`src/rtl/multi_seq_detect_pkg.sv`:
```
// seq_detect_pkg: shared defaults, slot config type and width helpers for multi_seq_detect
package seq_detect_pkg;

    localparam int DEF_W    = 8;
    localparam int DEF_P    = 4;
    localparam int DEF_CNTW = 8;
    localparam int DEF_LW   = $clog2(DEF_W + 1);

    function automatic int len_width(input int w);
        return $clog2(w + 1);
    endfunction

    function automatic int idx_width(input int p);
        return (p > 1) ? $clog2(p) : 1;
    endfunction

    typedef struct packed {
        logic [DEF_W-1:0]  seq;
        logic [DEF_LW-1:0] len;
        logic              en;
        logic              nonovl;
    } pat_cfg_t;

endpackage

```
`src/rtl/multi_seq_detect_seq_slot.sv`:
```
// seq_slot: one programmable pattern slot (cfg register, fill counter, compare, hit flop, saturating counter)
//   accept_i  bit accepted on this edge (a_valid and not flush)
//   flush_i   clears the fill counter
//   sh_d_i    shift register contents after this edge's shift
//   cfg_*_i   slot configuration write (cfg_we_i already decoded for this slot)
//   clr_cnt_i clears the match counter, wins over a simultaneous hit
//   match_o   unregistered match for the shared hit_any/hit_idx encoder
//   hit_o     registered one-cycle match pulse
//   cnt_o     saturating match counter
module seq_slot
    import seq_detect_pkg::*;
#(
    parameter  int W    = DEF_W,
    parameter  int CNTW = DEF_CNTW,
    localparam int LW   = len_width(W)
) (
    input  logic            clk,
    input  logic            reset_n,
    input  logic            accept_i,
    input  logic            flush_i,
    input  logic [W-1:0]    sh_d_i,
    input  logic            cfg_we_i,
    input  logic [W-1:0]    cfg_seq_i,
    input  logic [LW-1:0]   cfg_len_i,
    input  logic            cfg_en_i,
    input  logic            cfg_nonovl_i,
    input  logic            clr_cnt_i,
    output logic            match_o,
    output logic            hit_o,
    output logic [CNTW-1:0] cnt_o
);

    typedef struct packed {
        logic [W-1:0]  seq;
        logic [LW-1:0] len;
        logic          en;
        logic          nonovl;
    } slot_cfg_t;

    slot_cfg_t       cfg_q, cfg_d;
    logic [LW-1:0]   fill_q, fill_d, fill_inc;
    logic            hit_q;
    logic [CNTW-1:0] cnt_q, cnt_d;
    logic            len_ok;
    logic [W-1:0]    mask;

    // only the low len bits of the pattern take part in the compare
    assign mask     = ~({W{1'b1}} << cfg_q.len);
    assign len_ok   = (cfg_q.len != '0) && (cfg_q.len <= LW'(W));
    assign fill_inc = (fill_q == LW'(W)) ? fill_q : fill_q + LW'(1);
    // a config write on this edge suppresses the hit for this slot
    assign match_o  = accept_i && !cfg_we_i && cfg_q.en && len_ok &&
                      (fill_inc >= cfg_q.len) && (((sh_d_i ^ cfg_q.seq) & mask) == '0);

    always_comb begin
        cfg_d  = cfg_we_i ? slot_cfg_t'{seq: cfg_seq_i, len: cfg_len_i, en: cfg_en_i, nonovl: cfg_nonovl_i} : cfg_q;
        fill_d = (flush_i || cfg_we_i) ? '0 :
                 !accept_i              ? fill_q :
                 (match_o && cfg_q.nonovl) ? '0 : fill_inc;
        cnt_d  = clr_cnt_i ? '0 : (match_o && !(&cnt_q)) ? cnt_q + CNTW'(1) : cnt_q;
    end

    always_ff @(posedge clk or negedge reset_n) begin
        if (!reset_n) begin
            cfg_q  <= '0;
            fill_q <= '0;
            hit_q  <= 1'b0;
            cnt_q  <= '0;
        end else begin
            cfg_q  <= cfg_d;
            fill_q <= fill_d;
            hit_q  <= match_o;
            cnt_q  <= cnt_d;
        end
    end

    assign hit_o = hit_q;
    assign cnt_o = cnt_q;

endmodule

```
`src/rtl/multi_seq_detect.sv`:
```
// multi_seq_detect: serial multi-pattern sequence detector with per-slot overlap mode and saturating counters
//   a/a_valid   serial bit and its qualifier
//   flush       clears shift history and all fill counters (wins over an accepted bit)
//   cfg_*       write of one pattern slot selected by cfg_idx
//   clr_cnt     synchronous clear of all match counters
//   hit         per-slot registered match pulse; hit_any/hit_idx summarise it
//   match_cnt   slot i counter at [i*CNTW +: CNTW]
module multi_seq_detect
    import seq_detect_pkg::*;
#(
    parameter  int W    = DEF_W,
    parameter  int P    = DEF_P,
    parameter  int CNTW = DEF_CNTW,
    localparam int LW   = len_width(W),
    localparam int IW   = idx_width(P)
) (
    input  logic              clk,
    input  logic              reset_n,
    input  logic              a,
    input  logic              a_valid,
    input  logic              flush,
    input  logic              cfg_we,
    input  logic [IW-1:0]     cfg_idx,
    input  logic [W-1:0]      cfg_seq,
    input  logic [LW-1:0]     cfg_len,
    input  logic              cfg_en,
    input  logic              cfg_nonovl,
    input  logic              clr_cnt,
    output logic [P-1:0]      hit,
    output logic              hit_any,
    output logic [IW-1:0]     hit_idx,
    output logic [P*CNTW-1:0] match_cnt
);

    logic [W-1:0]  sh_q, sh_d;
    logic          accept;
    logic [P-1:0]  match;
    logic          hit_any_q;
    logic [IW-1:0] hit_idx_q, hit_idx_d;

    assign accept = a_valid && !flush;
    assign sh_d   = flush ? '0 : a_valid ? {sh_q[W-2:0], a} : sh_q;

    genvar i;
    generate
        for (i = 0; i < P; i++) begin : g_slot
            seq_slot #(.W(W), .CNTW(CNTW)) u_slot (
                .clk          (clk),
                .reset_n      (reset_n),
                .accept_i     (accept),
                .flush_i      (flush),
                .sh_d_i       (sh_d),
                .cfg_we_i     (cfg_we && (cfg_idx == IW'(i))),
                .cfg_seq_i    (cfg_seq),
                .cfg_len_i    (cfg_len),
                .cfg_en_i     (cfg_en),
                .cfg_nonovl_i (cfg_nonovl),
                .clr_cnt_i    (clr_cnt),
                .match_o      (match[i]),
                .hit_o        (hit[i]),
                .cnt_o        (match_cnt[i*CNTW +: CNTW])
            );
        end
    endgenerate

    // lowest set index wins; scanning downward lets the lowest overwrite last
    always_comb begin
        hit_idx_d = '0;
        for (int k = P - 1; k >= 0; k--)
            if (match[k]) hit_idx_d = IW'(k);
    end

    always_ff @(posedge clk or negedge reset_n) begin
        if (!reset_n) begin
            sh_q      <= '0;
            hit_any_q <= 1'b0;
            hit_idx_q <= '0;
        end else begin
            sh_q      <= sh_d;
            hit_any_q <= |match;
            hit_idx_q <= hit_idx_d;
        end
    end

    assign hit_any = hit_any_q;
    assign hit_idx = hit_idx_q;

endmodule
```
`config.mk`:
```
export PLATFORM = sky130hd
export DESIGN_NAME = multi_seq_detect
export DESIGN_NICKNAME = d
export VERILOG_FILES = /design/src/rtl/multi_seq_detect_pkg.sv /design/src/rtl/multi_seq_detect_seq_slot.sv /design/src/rtl/multi_seq_detect.sv
export SDC_FILE = /design/constraint.sdc
export NUM_CORES = 1
export LEC_CHECK = 0
export ABC_AREA = 1
export CAP_MARGIN = 20
export CORE_MARGIN = 10
export CORE_UTILIZATION = 53
export CTS_CLUSTER_DIAMETER = 200
export DETAILED_ROUTE_END_ITERATION = 8
export GPL_ROUTABILITY_DRIVEN = 0
export PLACE_DENSITY = 0.88
export SKIP_CTS_REPAIR_TIMING = 1
export SYNTH_ARGS = -nofsm -noshare
export SYNTH_HDL_FRONTEND = slang
export SYNTH_SLANG_ARGS = --single-unit
```
`constraint.sdc`:
```
create_clock -name clk -period 2.1 [get_ports clk]
set_input_delay 0.525 -clock clk [delete_from_list [all_inputs] [get_ports clk]]
set_output_delay 0.525 -clock clk [all_outputs]
set_load 0.02 [all_outputs]
```
Word-level counts from Yosys, hierarchy flattened
Cells that the tools add are included.
{"block": "word_totals", "reg_bits": 119, "inputBits": 23, "out_inout_bits": 39, "elab_cells": 172}
{"block": "classes", "n_addsub": 8, "n_lt_le_gt_ge": 8, "eq_ne": 7, "shifts": 4, "n_mux": 30, "bitwise": 12, "n_reduce_logical": 72}
{"op": "2-to-1 mux 8 bit", "count": 10}
{"op": "2-to-1 mux 4 bit", "count": 16}
{"op": "logical AND 1 bit", "count": 37}
{"op": "adder 8 x 1 -> 8 bit (second input constant)", "count": 4}
{"op": "AND 8 bit", "count": 4}
{"op": "logical NOT 8 bit", "count": 4}
{"op": "NOT 8 bit", "count": 4}
{"op": "AND reduction 8 bit", "count": 4}
{"op": "left shift 8 x 4 -> 8 bit (first input constant)", "count": 4}
{"op": "bitwise XOR 8 bit", "count": 4}
{"op": "adder 4 x 1 -> 4 bit (second input constant)", "count": 4}
{"op": "== test 4 bit (second input constant)", "count": 4}
{"op": ">= comparator 4 bit", "count": 4}
{"op": "less-or-equal comparator 4 bit (second input constant)", "count": 4}
{"op": "nonzero test 2 bit", "count": 8}
{"op": "nonzero test 4 bit", "count": 4}
{"op": "logical NOT 1 bit", "count": 9}
{"op": "2-to-1 mux 2 bit", "count": 4}
{"op": "== test 2 bit (second input constant)", "count": 2}
{"op": "logical OR 1 bit", "count": 4}
{"op": "OR reduction 4 bit", "count": 1}
{"op": "== test 2 x 1 -> 1 bit (second input constant)", "count": 1}
{"op": "logical NOT 2 bit", "count": 1}

Longest topological paths before layout
Gate-level depths: netlist of the first run.
{"block": "depth", "depth_word": 12, "mapped_depth": 16, "ltp_nobuf": 16}

Hierarchy
Synthesis of the first run repeated with hierarchy kept, for this count alone.
{"block": "unflattened", "hier_cells": 1065, "hier_area_um2": 7802.5}
{"mod": "seq_slot", "n_inst": 4, "cells_each": 253, "area_per_inst_um2": 1838.0, "seq_area_each_um2": 675.6}
{"mod": "multi_seq_detect", "n_inst": 1, "cells_each": 53, "area_per_inst_um2": 450.4, "seq_area_each_um2": 275.3}

Least setup slack after synthesis of the first run
Ideal clock, no wire load.
{"block": "synth_timing", "kind": "flip-flop to flip-flop", "startpoint": "reg g_slot[2].u_slot.fill_q[0]", "endpoint": "reg g_slot[2].u_slot.cnt_q[2]", "setup_ns": 0.121, "arrival_time_ns": 2.024, "t_required_ns": 1.979, "slack_ns": -0.045, "stages_incl_launch_ff": 16, "path_buffers": 0, "synth_period_minus_slack_ns": 2.145, "path_cell_list": "dfrtp_1 -> inv_1 -> ha_1 -> nand2_1 -> nor2_1 -> xor2_1 -> inv_1 -> ha_1 -> nor2_1 -> nor2_1 -> o21ai_0 -> nor2_1 -> nor2_2 -> nand4_2 -> nand3_1 -> nand2_1"}
{"block": "synth_between", "elab_chain_len": 7, "word_cells_on_any_way": 8, "cone_classes": "1 x add/sub; 1 x order compare; 1 x eq/ne; 1 x mux; 4 x reduce/logical"}
{"item": "start, declared", "line_no": "multi_seq_detect_seq_slot.sv:41", "rtl": "logic [LW-1:0] fill_q, fill_d, fill_inc;"}
{"item": "start signal, assigned", "line_no": "multi_seq_detect_seq_slot.sv:71", "rtl": "fill_q <= fill_d;"}
{"item": "adder 4 x 1 -> 4 bit / == test 4 bit (equally long branches)", "line_no": "multi_seq_detect_seq_slot.sv:50", "rtl": "assign fill_inc = (fill_q == LW'(W)) ? fill_q : fill_q + LW'(1);"}
{"item": "2-to-1 mux 4 bit *", "line_no": "multi_seq_detect_seq_slot.sv:50"}
{"item": ">= comparator 4 bit *", "line_no": "multi_seq_detect_seq_slot.sv:53", "rtl": "(fill_inc >= cfg_q.len) && (((sh_d_i ^ cfg_q.seq) & mask) == '0);"}
{"item": "logical AND 1 bit *", "line_no": "multi_seq_detect_seq_slot.sv:52", "rtl": "assign match_o = accept_i && !cfg_we_i && cfg_q.en && len_ok &&"}
{"item": "logical AND 1 bit *", "line_no": "multi_seq_detect_seq_slot.sv:53"}
{"item": "logical AND 1 bit *", "line_no": "multi_seq_detect_seq_slot.sv:60", "rtl": "cnt_d = clr_cnt_i ? '0 : (match_o && !(&cnt_q)) ? cnt_q + CNTW'(1) : cnt_q;"}
{"item": "nonzero test 2 bit (no line) *"}
{"item": "end signal, assigned", "line_no": "multi_seq_detect_seq_slot.sv:73", "rtl": "cnt_q <= cnt_d;"}
{"item": "end, declared", "line_no": "multi_seq_detect_seq_slot.sv:43", "rtl": "logic [CNTW-1:0] cnt_q, cnt_d;"}
Every way passes the cells marked *; elsewhere a longest branch is shown, timed or not.
A chain may end at the register's enable or synchronous reset.

Worst setup path in the final report of the first run
{"block": "layout_timing", "startpoint": "reg g_slot[1].u_slot.fill_q[1]", "endpoint": "reg hit_idx_q[0], in the netlist hit_idx[0]"}
{"block": "layout_between", "elab_chain_len": 7, "word_cells_on_any_way": 8, "cone_classes": "1 x add/sub; 1 x order compare; 1 x eq/ne; 3 x mux; 2 x reduce/logical"}
{"item": "start, declared", "line_no": "multi_seq_detect_seq_slot.sv:41"}
{"item": "start signal, assigned", "line_no": "multi_seq_detect_seq_slot.sv:71"}
{"item": "adder 4 x 1 -> 4 bit / == test 4 bit (equally long branches)", "line_no": "multi_seq_detect_seq_slot.sv:50"}
{"item": "2-to-1 mux 4 bit *", "line_no": "multi_seq_detect_seq_slot.sv:50"}
{"item": ">= comparator 4 bit *", "line_no": "multi_seq_detect_seq_slot.sv:53"}
{"item": "logical AND 1 bit *", "line_no": "multi_seq_detect_seq_slot.sv:52"}
{"item": "logical AND 1 bit *", "line_no": "multi_seq_detect_seq_slot.sv:53"}
{"item": "2-to-1 mux 2 bit * (2 in a row)", "line_no": "multi_seq_detect.sv:70", "rtl": "if (match[k]) hit_idx_d = IW'(k);"}
{"item": "net hit_idx_d[0]", "line_no": "multi_seq_detect.sv:39", "rtl": "logic [IW-1:0] hit_idx_q, hit_idx_d;"}
{"item": "end signal, assigned", "line_no": "multi_seq_detect.sv:81", "rtl": "hit_idx_q <= hit_idx_d;"}
{"item": "end, declared", "line_no": "multi_seq_detect.sv:39"}
Mark *: on every way through the listed nets, which the timed path passes. The rest lies on a longest branch.

==> out/metrics.yaml, run 1 <==
power:
  ir_drop_mv: 0.586
  seq_power_share_pct: 37.5
  netSwitchingPower_uw: 2230
  p_per_area_nw_per_um2: 753
  pwr-share-clk_pct: 40.3
  combPwrFrac_pct: 22.2
  intPower_uw: 4920
  cellLeakagePower_uw: 0.00486
  swShare_pct: 31.2
clocking:
  cts_sinks: 119
  htree_levels: 4
  cts-root-buf: "clkbuf_16"
  clk_pin_slew_ns: 0.06
  cts_tree: "yes"
  cts_buffer_depth: 2
  clock_latency_ns: 0.44
  cts_buffers: 17
placement:
  place_hpwl_mm: 13.9
  placement.io_buffers: 61
  placed_cells: 1213
synthesis:
  synth.largest_area_cell: "dfrtp_1"
  ys_ff_latch: 119
  synth_common_cells: "nand2_1 (247), nand3_1 (137), inv_1 (122), dfrtp_1 (119), o21ai_0 (73)"
  yosysTopAreaCellShare_pct: 41.7
  yosysMostFrequentCell: "nand2_1"
  synthesis.area_um2: 7130
  synthTopCellsByArea: "dfrtp_1 (42%), nand2_1 (13%), nand3_1 (9.6%)"
  syn_nets: 999
  synth_cells: 948
  synth_edf_count: 0
  async_flop_share_pct: 100
  ys_types: 29
  yosysWarnings: 0
  synth.avg_cell_area_um2: 7.53
  yosysSeqAreaShare_pct: 41.7
  synthFlopType: "dfrtp_1"
timing:
  rsz0062_at_grt: "true"
  slew_viol_final: 0
  worst_slew_pin_slew_ns: 0.466
  setup_viol: 48
  worst_slack_ns: -0.352
  clock_skew_ns: 0.00988
  maxSlewHeadroom_pct: 68.8
  hold_viol: 0
  max_freq_ghz: 0.408
  min_period_ns: 2.45
  fin_crit_sh_pct: 117
finish:
  drive_above_1_share_pct: 19.6
  nFillCells: 829
  diodes: 0
  multi_input_area_um2: 4060
  area_growth_pct: 33.2
  stdcell_count: 1261
  postLayoutCoreUtil_pct: 72.1
  seq_area_um2: 2980
  nets: 1123
critical_path:
  path_buf_inv: 3
  cp_num_cells: 14
  path_class: "reg2reg"
  worstPathMaxFanout: 4
  slowest_stage: "dfrtp_1"
  crit_path_start_kind: "flip-flop"
  cpLargestDelayFamily: "simple AND/OR/NAND/NOR gates"
  cp_slowest_stage_delay_ns: 0.43
  rr_worst_depth: 14
  path_cells: "inv_1, ha_1, nand2_2, nor2_4, nor2_1, ha_1, nand2_1, o21ai_1, nor2_1, nor2_2, buf_4, nand3_2, buf_4, a21oi_1"
  crit_arrival_ns: 2.80
  cp.required_ns: 2.44
  cp-end-kind: "flip-flop"
floorplanning:
  dieHeight_um: 136
  ioPinCount: 62
  die_area_um2: 18500
  die_x_um: 136
  num_rows: 42
  initial_utilization_pct: 54.1
  core_um2: 13200
detailed_routing:
  routed_via_density: 5.93
  drt-total-wl_mm: 22.7
  first_iter_violations: 1123
  antenna_left: 0
  drcViolationCount: 0
  num_vias: 7483
  drt_pass1_iterations: 6
  wire_per_inst_um: 18.0
run:
  max-cap-violations: 0
run_status:
  failed_checks: "negative setup slack"
  status: "finished with violations"
global_route:
  overflow: 0
  grt_first_pass_wirelength_mm: 32.1
  track_usage_pct: 21.3
  antenna_found_initial: 0
  grt_max_degree: 65
  grt_pass1_vias: 6580
worst_hold_path:
  hp-class: "in2async"
power groups by stage:
stage | Clock, µW | Combinational [µW] | Sequential (µW)
2_1_floorplan | 0 | 799 | 2660
3_3_place_gp | 0 | 1170 | 2690
3_5_place_dp | 0 | 1220 | 2700
4_1_cts | 2860 | 1230 | 2670
5_1_grt | 2970 | 1750 | 2710
6_report | 2880 | 1590 | 2690
area by class of cell:
class | instances | share of cell area, %
clock inverters | 8 | 1.01
multi-input cells | 679 | 42.7
inverters | 127 | 5.09
clock buffers | 24 | 5.07
flip-flops and latches | 119 | 31.3
repair buffers | 128 | 12.5
well taps | 176 | 2.32
logic make-up (layout without fill, tap and decap cells):
logic type                 count (synthesis)  in the layout  share of synthesized area (%)
and+or+nand+nor                          530            533                           34.6
AOI/OAI and AO/OA                         85             85                           6.00
buffers and inverters                    153            287                           8.66
xor gates and xnor gates                  33             33                           4.05
DFF                                      119            119                           41.7
adders and majority gates                 28             28                           4.91
registers in the layout (all words and copies together) (netlist names):
name	cells
g_slot.u_slot.cnt_o	32
sh_q	8
g_slot.u_slot.hit_o	4
hit_any	1
g_slot.u_slot.fill_q	16
g_slot.u_slot.cfg_q	56
hit_idx	2
placed cells by master, fill, tap and decap left out, drive strengths merged:
cell / netlist / routed
nand2: 257 / 257
clkinvlp: 0 / 1
xnor2: 6 / 6
o21ai: 76 / 76
a21oi: 8 / 8
clkinv: 0 / 5
nand4: 47 / 47
nand3b: 4 / 4
buf: 10 / 68
dlymetal6s2s: 0 / 3
nor2: 70 / 73
clkbuf: 16 / 24
nor3: 7 / 7
inv: 127 / 127
nand3: 143 / 143
bufinv: 0 / 2
clkdlybuf4s50: 0 / 57
ha: 28 / 28
and3: 1 / 1
or2: 1 / 1
dfrtp: 119 / 119
o21bai: 1 / 1
xor2: 27 / 27
routing by layer:
metal  GRT usage, %  routed length [µm]  vias up
li1               -                   -     3340
met1           26.1                8320     3522
met2           35.2               11000      504
met3           5.31                2410      117
met4           8.82                1040        0
met5              0                   0        -
metrics by stage:
stage | area (µm²) | power (µW) | hold slack [ns] | worst slack (ns) | TNS, ns
2_1_floorplan | 7140 | 3460 | 0.229 | 0.0204 | 0
3_3_place_gp | 8270 | 3860 | 0.461 | -0.555 | -26.40
3_5_place_dp | 8270 | 3920 | 0.464 | -0.600 | -28.87
4_1_cts | 8840 | 6750 | 0.0133 | -0.321 | -12.34
5_1_grt | 9500 | 7430 | 0.0394 | -0.511 | -17.09
6_report | 9500 | 7150 | 0.00711 | -0.352 | -10.19
final timing paths:
check,from,endpoint,slack [ns]
max in group asynchronous,reset_n,g_slot[3].u_slot.cnt_o[1]$_DFFE_PN0P_,1.52
hold reg to reg,g_slot[2].u_slot.cfg_q[0]$_DFFE_PN0P_,g_slot[2].u_slot.cfg_q[0]$_DFFE_PN0P_,0.50
hold / removal,reset_n,sh_q[3]$_DFF_PN0_,0.007
setup / recovery,g_slot[1].u_slot.fill_q[1]$_DFFE_PN0P_,hit_idx[0]$_DFF_PN0_,-0.35
setup reg to reg,g_slot[1].u_slot.fill_q[1]$_DFFE_PN0P_,hit_idx[0]$_DFF_PN0_,-0.35
min in group clk,g_slot[2].u_slot.cfg_q[0]$_DFFE_PN0P_,g_slot[2].u_slot.cfg_q[0]$_DFFE_PN0P_,0.50
(Power assumes the default switching activity.)
==> inputs of run 2 (changes only) <==
CAP_MARGIN = 5   (was 20)
CORE_UTILIZATION = 54   (was 53)
MAX_ROUTING_LAYER = met4   (was unset)
PLACE_DENSITY = 0.89   (was 0.88)
SYNTH_HIERARCHICAL = 1   (was unset)
==> out/metrics.yaml, run 2 <==
run_status:
  status: "finished with violations"
  failed_checks: "negative setup slack"
synthesis:
  yosysWarnings: 6  # +6
  ys_types: 26  # -10%
  synthesis.area_um2: 7800  # +9.4%
  syn_nets: 1116  # +12%
  yosysSeqAreaShare_pct: 38.2  # -3.6 points
  yosysMostFrequentCell: "nand2_1"
  synth_common_cells: "nand2_1 (370), inv_1 (158), dfrtp_1 (119), nand3_1 (96), o21ai_0 (56)"
  synthFlopType: "dfrtp_1"
  synth_edf_count: 0  # unchanged
  yosysTopAreaCellShare_pct: 38.2  # -3.6 points
  synth.largest_area_cell: "dfrtp_1"
  async_flop_share_pct: 100  # unchanged
  synthTopCellsByArea: "dfrtp_1 (38%), nand2_1 (18%), inv_1 (7.6%)"
  synth.avg_cell_area_um2: 7.33  # -2.6%
  synth_cells: 1065  # +12%
  ys_ff_latch: 119  # unchanged
floorplanning:
  initial_utilization_pct: 55.6  # +1.5 points
  die_area_um2: 19700  # +6.2%
  core_um2: 14000  # +6.5%
  ioPinCount: 62  # unchanged
  num_rows: 43  # +2.4%
  die_x_um: 140  # +3.1%
  dieHeight_um: 140  # +3.1%
clocking:
  cts_buffers: 17  # unchanged
  cts-root-buf: "clkbuf_16"
  cts_sinks: 119  # unchanged
  cts_tree: "yes"
  htree_levels: 4  # unchanged
  clk_pin_slew_ns: 0.05  # about the same
  cts_buffer_depth: 2  # unchanged
  clock_latency_ns: 0.42  # -0.02 ns
detailed_routing:
  antenna_left: 0  # unchanged
  drt_pass1_iterations: 8  # +2
  num_vias: 7701  # +2.9%
  wire_per_inst_um: 17.2  # -4.4%
  routed_via_density: 5.53  # -6.8%
  drt-total-wl_mm: 24.0  # +5.6%
  first_iter_violations: 824  # -27%
  drcViolationCount: 0  # unchanged
global_route:
  overflow: 0  # unchanged
  grt_max_degree: 59  # -9.2%
  grt_pass1_vias: 7267  # +10%
  grt_first_pass_wirelength_mm: 34.5  # +7.5%
  antenna_found_initial: 1  # +1
  track_usage_pct: 21.7  # +0.37 points
critical_path:
  path_cells: "buf_4, ha_2, nand3_1, o21ai_2, ha_1, nand2_1, inv_2, nand2_2, nand3_4, nand3_4, nor2_8, nor2_2, nor3_1"
  path_buf_inv: 2  # -1
  cpMostUsedCell: "nand3_4"
  cp.required_ns: 2.42  # -0.02 ns
  slowest_stage: "dfrtp_1"
  crit_arrival_ns: 2.64  # -0.16 ns
  cp_slowest_stage_delay_ns: 0.42  # about the same
  worstPathMaxFanout: 6  # +2
  cp-end-kind: "flip-flop"
  rr_worst_depth: 13  # -1
  cp_num_cells: 13  # -1
  crit_path_start_kind: "flip-flop"
  path_class: "reg2reg"
  cpLargestDelayFamily: "simple AND/OR/NAND/NOR gates"
placement:
  placed_cells: 1340  # +10%
  place_area_um2: 8960  # +8.4%
  placement.io_buffers: 61  # unchanged
  place_hpwl_mm: 14.4  # +3.1%
power:
  pwr-share-clk_pct: 39.2  # -1.1 points
  seq_power_share_pct: 36.6  # -0.9 points
  intPower_uw: 4980  # +1.1%
  combPwrFrac_pct: 24.2  # +2.0 points
  ir_drop_mv: 0.581  # -0.90%
  p_per_area_nw_per_um2: 730  # -3.0%
  netSwitchingPower_uw: 2430  # +8.9%
  swShare_pct: 32.8  # +1.6 points
  cellLeakagePower_uw: 0.00567  # +17%
timing:
  slew_viol_final: 0  # unchanged
  min_period_ns: 2.32  # -0.130 ns
  clock_skew_ns: 0.00936  # -0.000518 ns
  worst_slew_pin_slew_ns: 0.595  # +0.129 ns
  fin_crit_sh_pct: 111  # -6.2 points
  rsz0062_at_grt: "true"
  max_freq_ghz: 0.431  # +5.6%
  hold_viol: 0  # unchanged
  setup_viol: 24  # -50%
  maxSlewHeadroom_pct: 60.3  # -8.5 points
  worst_slack_ns: -0.221  # +0.130 ns
finish:
  drive_above_1_share_pct: 21.9  # +2.3 points
  largest_register: "g_slot.u_slot/cfg_q"
  largest_reg_flops: 56  # unchanged
  area_growth_pct: 30.1
  final_cell_mix: "nand2_1 (363), inv_1 (150), dfrtp_1 (118)"
  final_cell_area_um2: 10100  # +6.8%
  stdcell_count: 1393  # +10%
  final_common_cell: "nand2_1"
  nets: 1250  # +11%
worst_hold_path:
  hp-class: "in2async"
run:
  max-cap-violations: 0  # unchanged
[run 2: area by class of cell]
type                            count  area (µm²)
Multi-Input combinational cell    755        4510
Fill cell                         949        3890
Sequential cell                   119        2980
Timing Repair Buffer              127        1170
Inverter                          179         679
Clock buffer                       21         450
Tap cell                          180         225
Clock inverter                     11         130
Antenna cell                        1        2.50
[run 2: power by group through the flow]
stage / combinational (µW) / sequential (µW) / clock (µW)
5_1_grt: 1980 / 2730 / 3030
3_3_place_gp: 1450 / 2720 / 0
4_1_cts: 1530 / 2690 / 2900
6_report: 1800 / 2710 / 2910
3_5_place_dp: 1510 / 2730 / 0
2_1_floorplan: 1080 / 2690 / 0
[run 2: worst paths after layout]
path | startpoint | slack (ns) | endpoint
max reg2reg | g_slot[2].u_slot/fill_q[0]$_DFFE_PN0P_ | -0.22 | hit_idx[1]$_DFF_PN0_
min in group clk | g_slot[2].u_slot/fill_q[1]$_DFFE_PN0P_ | 0.51 | g_slot[2].u_slot/fill_q[1]$_DFFE_PN0P_
max | g_slot[2].u_slot/fill_q[0]$_DFFE_PN0P_ | -0.22 | hit_idx[1]$_DFF_PN0_
max in group asynchronous | reset_n | 1.09 | g_slot[3].u_slot/fill_q[1]$_DFFE_PN0P_
min | reset_n | 0.47 | g_slot[1].u_slot/fill_q[2]$_DFFE_PN0P_
min reg2reg | g_slot[2].u_slot/fill_q[1]$_DFFE_PN0P_ | 0.51 | g_slot[2].u_slot/fill_q[1]$_DFFE_PN0P_
[run 2: cells by family (layout without fill, tap and decap cells)]
family / count (synthesis) / in the layout / share of synthesized area [%]
buffers and inverters: 195 / 338 / 9.89
DFF: 119 / 119 / 38.2
and+or+nand+nor: 622 / 626 / 39.4
adders and majority gates: 28 / 28 / 4.49
xor gates and xnor gates: 28 / 28 / 3.14
other: 0 / 1 / 0
AOI/OAI and AO/OA: 73 / 73 / 4.94
[run 2: layer usage]
metal	vias to the layer above	global-route usage [%]	wire length, µm
met3	121	5.10	1810
li1	3605	-	-
met5	-	-	0
met1	3589	23.6	8710
met4	0	10.8	1430
met2	386	36.5	12100
[run 2: per-stage QoR]
stage               hold WS [ns]  setup TNS [ns]  power (µW)  setup WS (ns)  utilization [%]
global route               0.491           -6.00        7740         -0.270             72.3
detailed placement         0.353          -30.23        4230         -0.610             63.8
finish                     0.468           -2.36        7410         -0.221             72.3
floorplan                  0.229               0        3770          0.161                -
global placement           0.353          -25.07        4170         -0.506             63.8
CTS                      -0.0871           -8.81        7120         -0.234             67.9
==> inputs of run 3 (changes only) <==
CORE_ASPECT_RATIO = 0.6   (was unset)
==> out/metrics.yaml, run 3 (same netlist as run 2, synthesis figures left out) <==
power:
  intPower_uw: 5080  # +2.1%
  netSwitchingPower_uw: 2540  # +4.4%
  seq_power_share_pct: 35.5  # -1.1 points
  ir_drop_mv: 0.515  # -11%
  pwr-share-clk_pct: 41.0  # +1.8 points
  swShare_pct: 33.3  # +0.49 points
  p_per_area_nw_per_um2: 747  # +2.2%
  total_power_uw: 7620  # +2.9%
  combPwrFrac_pct: 23.5  # -0.7 points
  cellLeakagePower_uw: 0.00559  # -1.3%
global_route:
  grt_first_pass_wirelength_mm: 35.7  # +3.5%
  overflow: 0  # unchanged
  antenna_found_initial: 0  # -1
  track_usage_pct: 22.6  # +0.91 points
  grt_pass1_vias: 7194  # -1.0%
  grt_max_degree: 55  # -6.8%
finish:
  stdcell_count: 1400  # +0.50%
  diodes: 0  # -1
  area_growth_pct: 30.9
  largest_register: "g_slot.u_slot/cfg_q"
  final_cell_area_um2: 10200  # +0.62%
  nets: 1246  # -0.32%
  final_common_cell: "nand2_1"
  postLayoutCoreUtil_pct: 73.4  # +1.1 points
  final_cell_mix: "nand2_1 (363), inv_1 (147), dfrtp_1 (117)"
  largest_reg_flops: 56  # unchanged
  drive_above_1_share_pct: 23.3  # +1.4 points
placement:
  place_area_um2: 8960  # unchanged
  place_hpwl_mm: 15.2  # +5.9%
  placed_cells: 1350  # +0.75%
  placement.io_buffers: 61  # unchanged
critical_path:
  cp_slowest_stage_delay_ns: 0.47  # +0.05 ns
  path_class: "reg2reg"
  path_cells: "inv_2, ha_4, nand3_2, xor2_2, inv_1, ha_2, o21bai_1, nand2_2, nand3_4, nand3_4, nor2_4, buf_4, nor3_2"
  cp-end-kind: "flip-flop"
  path_buf_inv: 3  # +1
  cp.required_ns: 2.40  # -0.02 ns
  regToRegStartpoint: "g_slot[0].u_slot/fill_q[0]$_DFFE_PN0P_"
  rr_worst_depth: 13  # unchanged
  rrSetupSlack_ns: -0.12  # +0.11 ns
  reg2reg_to: "hit_idx[1]$_DFF_PN0_"
  crit_path_start_kind: "flip-flop"
  cpMostUsedCell: "nand3_4"
  cpLargestDelayFamily: "simple AND/OR/NAND/NOR gates"
  crit_arrival_ns: 2.51  # -0.13 ns
  cp_num_cells: 13  # unchanged
  worstPathMaxFanout: 6  # unchanged
  slowest_stage: "dfrtp_2"
clocking:
  htree_levels: 4  # unchanged
  cts-root-buf: "clkbuf_16"
  cts_buffer_depth: 2  # unchanged
  cts_sinks: 119  # unchanged
  clock_latency_ns: 0.42  # about the same
  clk_pin_slew_ns: 0.06  # about the same
  cts_tree: "yes"
  cts_buffers: 17  # unchanged
detailed_routing:
  routed_via_density: 5.45  # -1.5%
  num_vias: 7626  # -0.97%
  wire_per_inst_um: 16.6  # -3.5%
  first_iter_violations: 923  # +12%
  drt_pass1_iterations: 6  # -2
  antenna_left: 0  # unchanged
  drt-total-wl_mm: 23.3  # -3.1%
  drcViolationCount: 0  # unchanged
timing:
  hold_viol: 0  # unchanged
  worst_slack_ns: -0.116  # +0.105 ns
  setup_viol: 32  # +33%
  worst_slew_pin_slew_ns: 0.614  # +0.0190 ns
  fin_crit_sh_pct: 106  # -5.0 points
  rsz0062_at_grt: "true"
  max_freq_ghz: 0.451  # +4.8%
  maxSlewHeadroom_pct: 59.0  # -1.3 points
  slew_viol_final: 0  # unchanged
  min_period_ns: 2.22  # -0.105 ns
  clock_skew_ns: 0.00852  # -0.000837 ns
run_status:
  failed_checks: "negative setup slack"
  status: "finished with violations"
floorplanning:
  ioPinCount: 62  # unchanged
  core_um2: 13900  # -0.91%
  dieHeight_um: 113  # -19%
  die_x_um: 175  # +25%
  initial_utilization_pct: 56.1  # +0.51 points
  num_rows: 33  # -23%
  die_area_um2: 19800  # +0.80%
run:
  max-cap-violations: 0  # unchanged
worst_hold_path:
  hp-class: "in2async"
-- run 3: worst max-delay path by stage --
stage / slack [ns] / startpoint / endpoint
after floorplan: 0.16 / g_slot[2].u_slot/fill_q[0]$_DFFE_PN0P_ / hit_idx[0]$_DFF_PN0_
after global placement: -0.50 / a_valid / hit_idx[0]$_DFF_PN0_
after detailed placement: -0.55 / a_valid / g_slot[0].u_slot/cnt_o[2]$_DFFE_PN0P_
after CTS: -0.20 / a_valid / hit_idx[1]$_DFF_PN0_
after global routing: -0.21 / g_slot[3].u_slot/fill_q[0]$_DFFE_PN0P_ / hit_idx[1]$_DFF_PN0_
final: -0.12 / g_slot[0].u_slot/fill_q[0]$_DFFE_PN0P_ / hit_idx[1]$_DFF_PN0_
-- run 3: final cells by class --
type,count,area [µm²]
sequential,119,2980
multi-input combinational,755,4560
timing repair buffer,123,1120
tap,192,240
inverter,179,679
clock buffer,17,425
fill,987,3700
clock inverter,15,201
-- run 3: through the flow --
step / setup TNS (ns) / setup slack, ns / hold slack [ns]
after floorplan: 0 / 0.161 / 0.229
after global placement: -23.46 / -0.498 / 0.386
after detailed placement: -27.32 / -0.550 / 0.385
after CTS: -6.48 / -0.198 / -0.0539
after global routing: -6.07 / -0.213 / 0.499
final: -1.36 / -0.116 / 0.494
-- run 3: power groups by stage --
stage / sequential (µW) / combinational [µW] / clock (µW)
finish: 2700 / 1790 / 3120
floorplan: 2690 / 1080 / 0
global placement: 2710 / 1470 / 0
CTS: 2690 / 1570 / 3130
global route: 2720 / 1980 / 3250
detailed placement: 2720 / 1530 / 0
-- run 3: layer usage --
metal  up-vias  track usage, %  part of all wire (%)
li1       3597               -                     -
met1      3575            28.5                    42
met2       371            34.9                    46
met3        83            5.94                   8.9
met4         0            7.09                   3.0
met5         -               -                     0
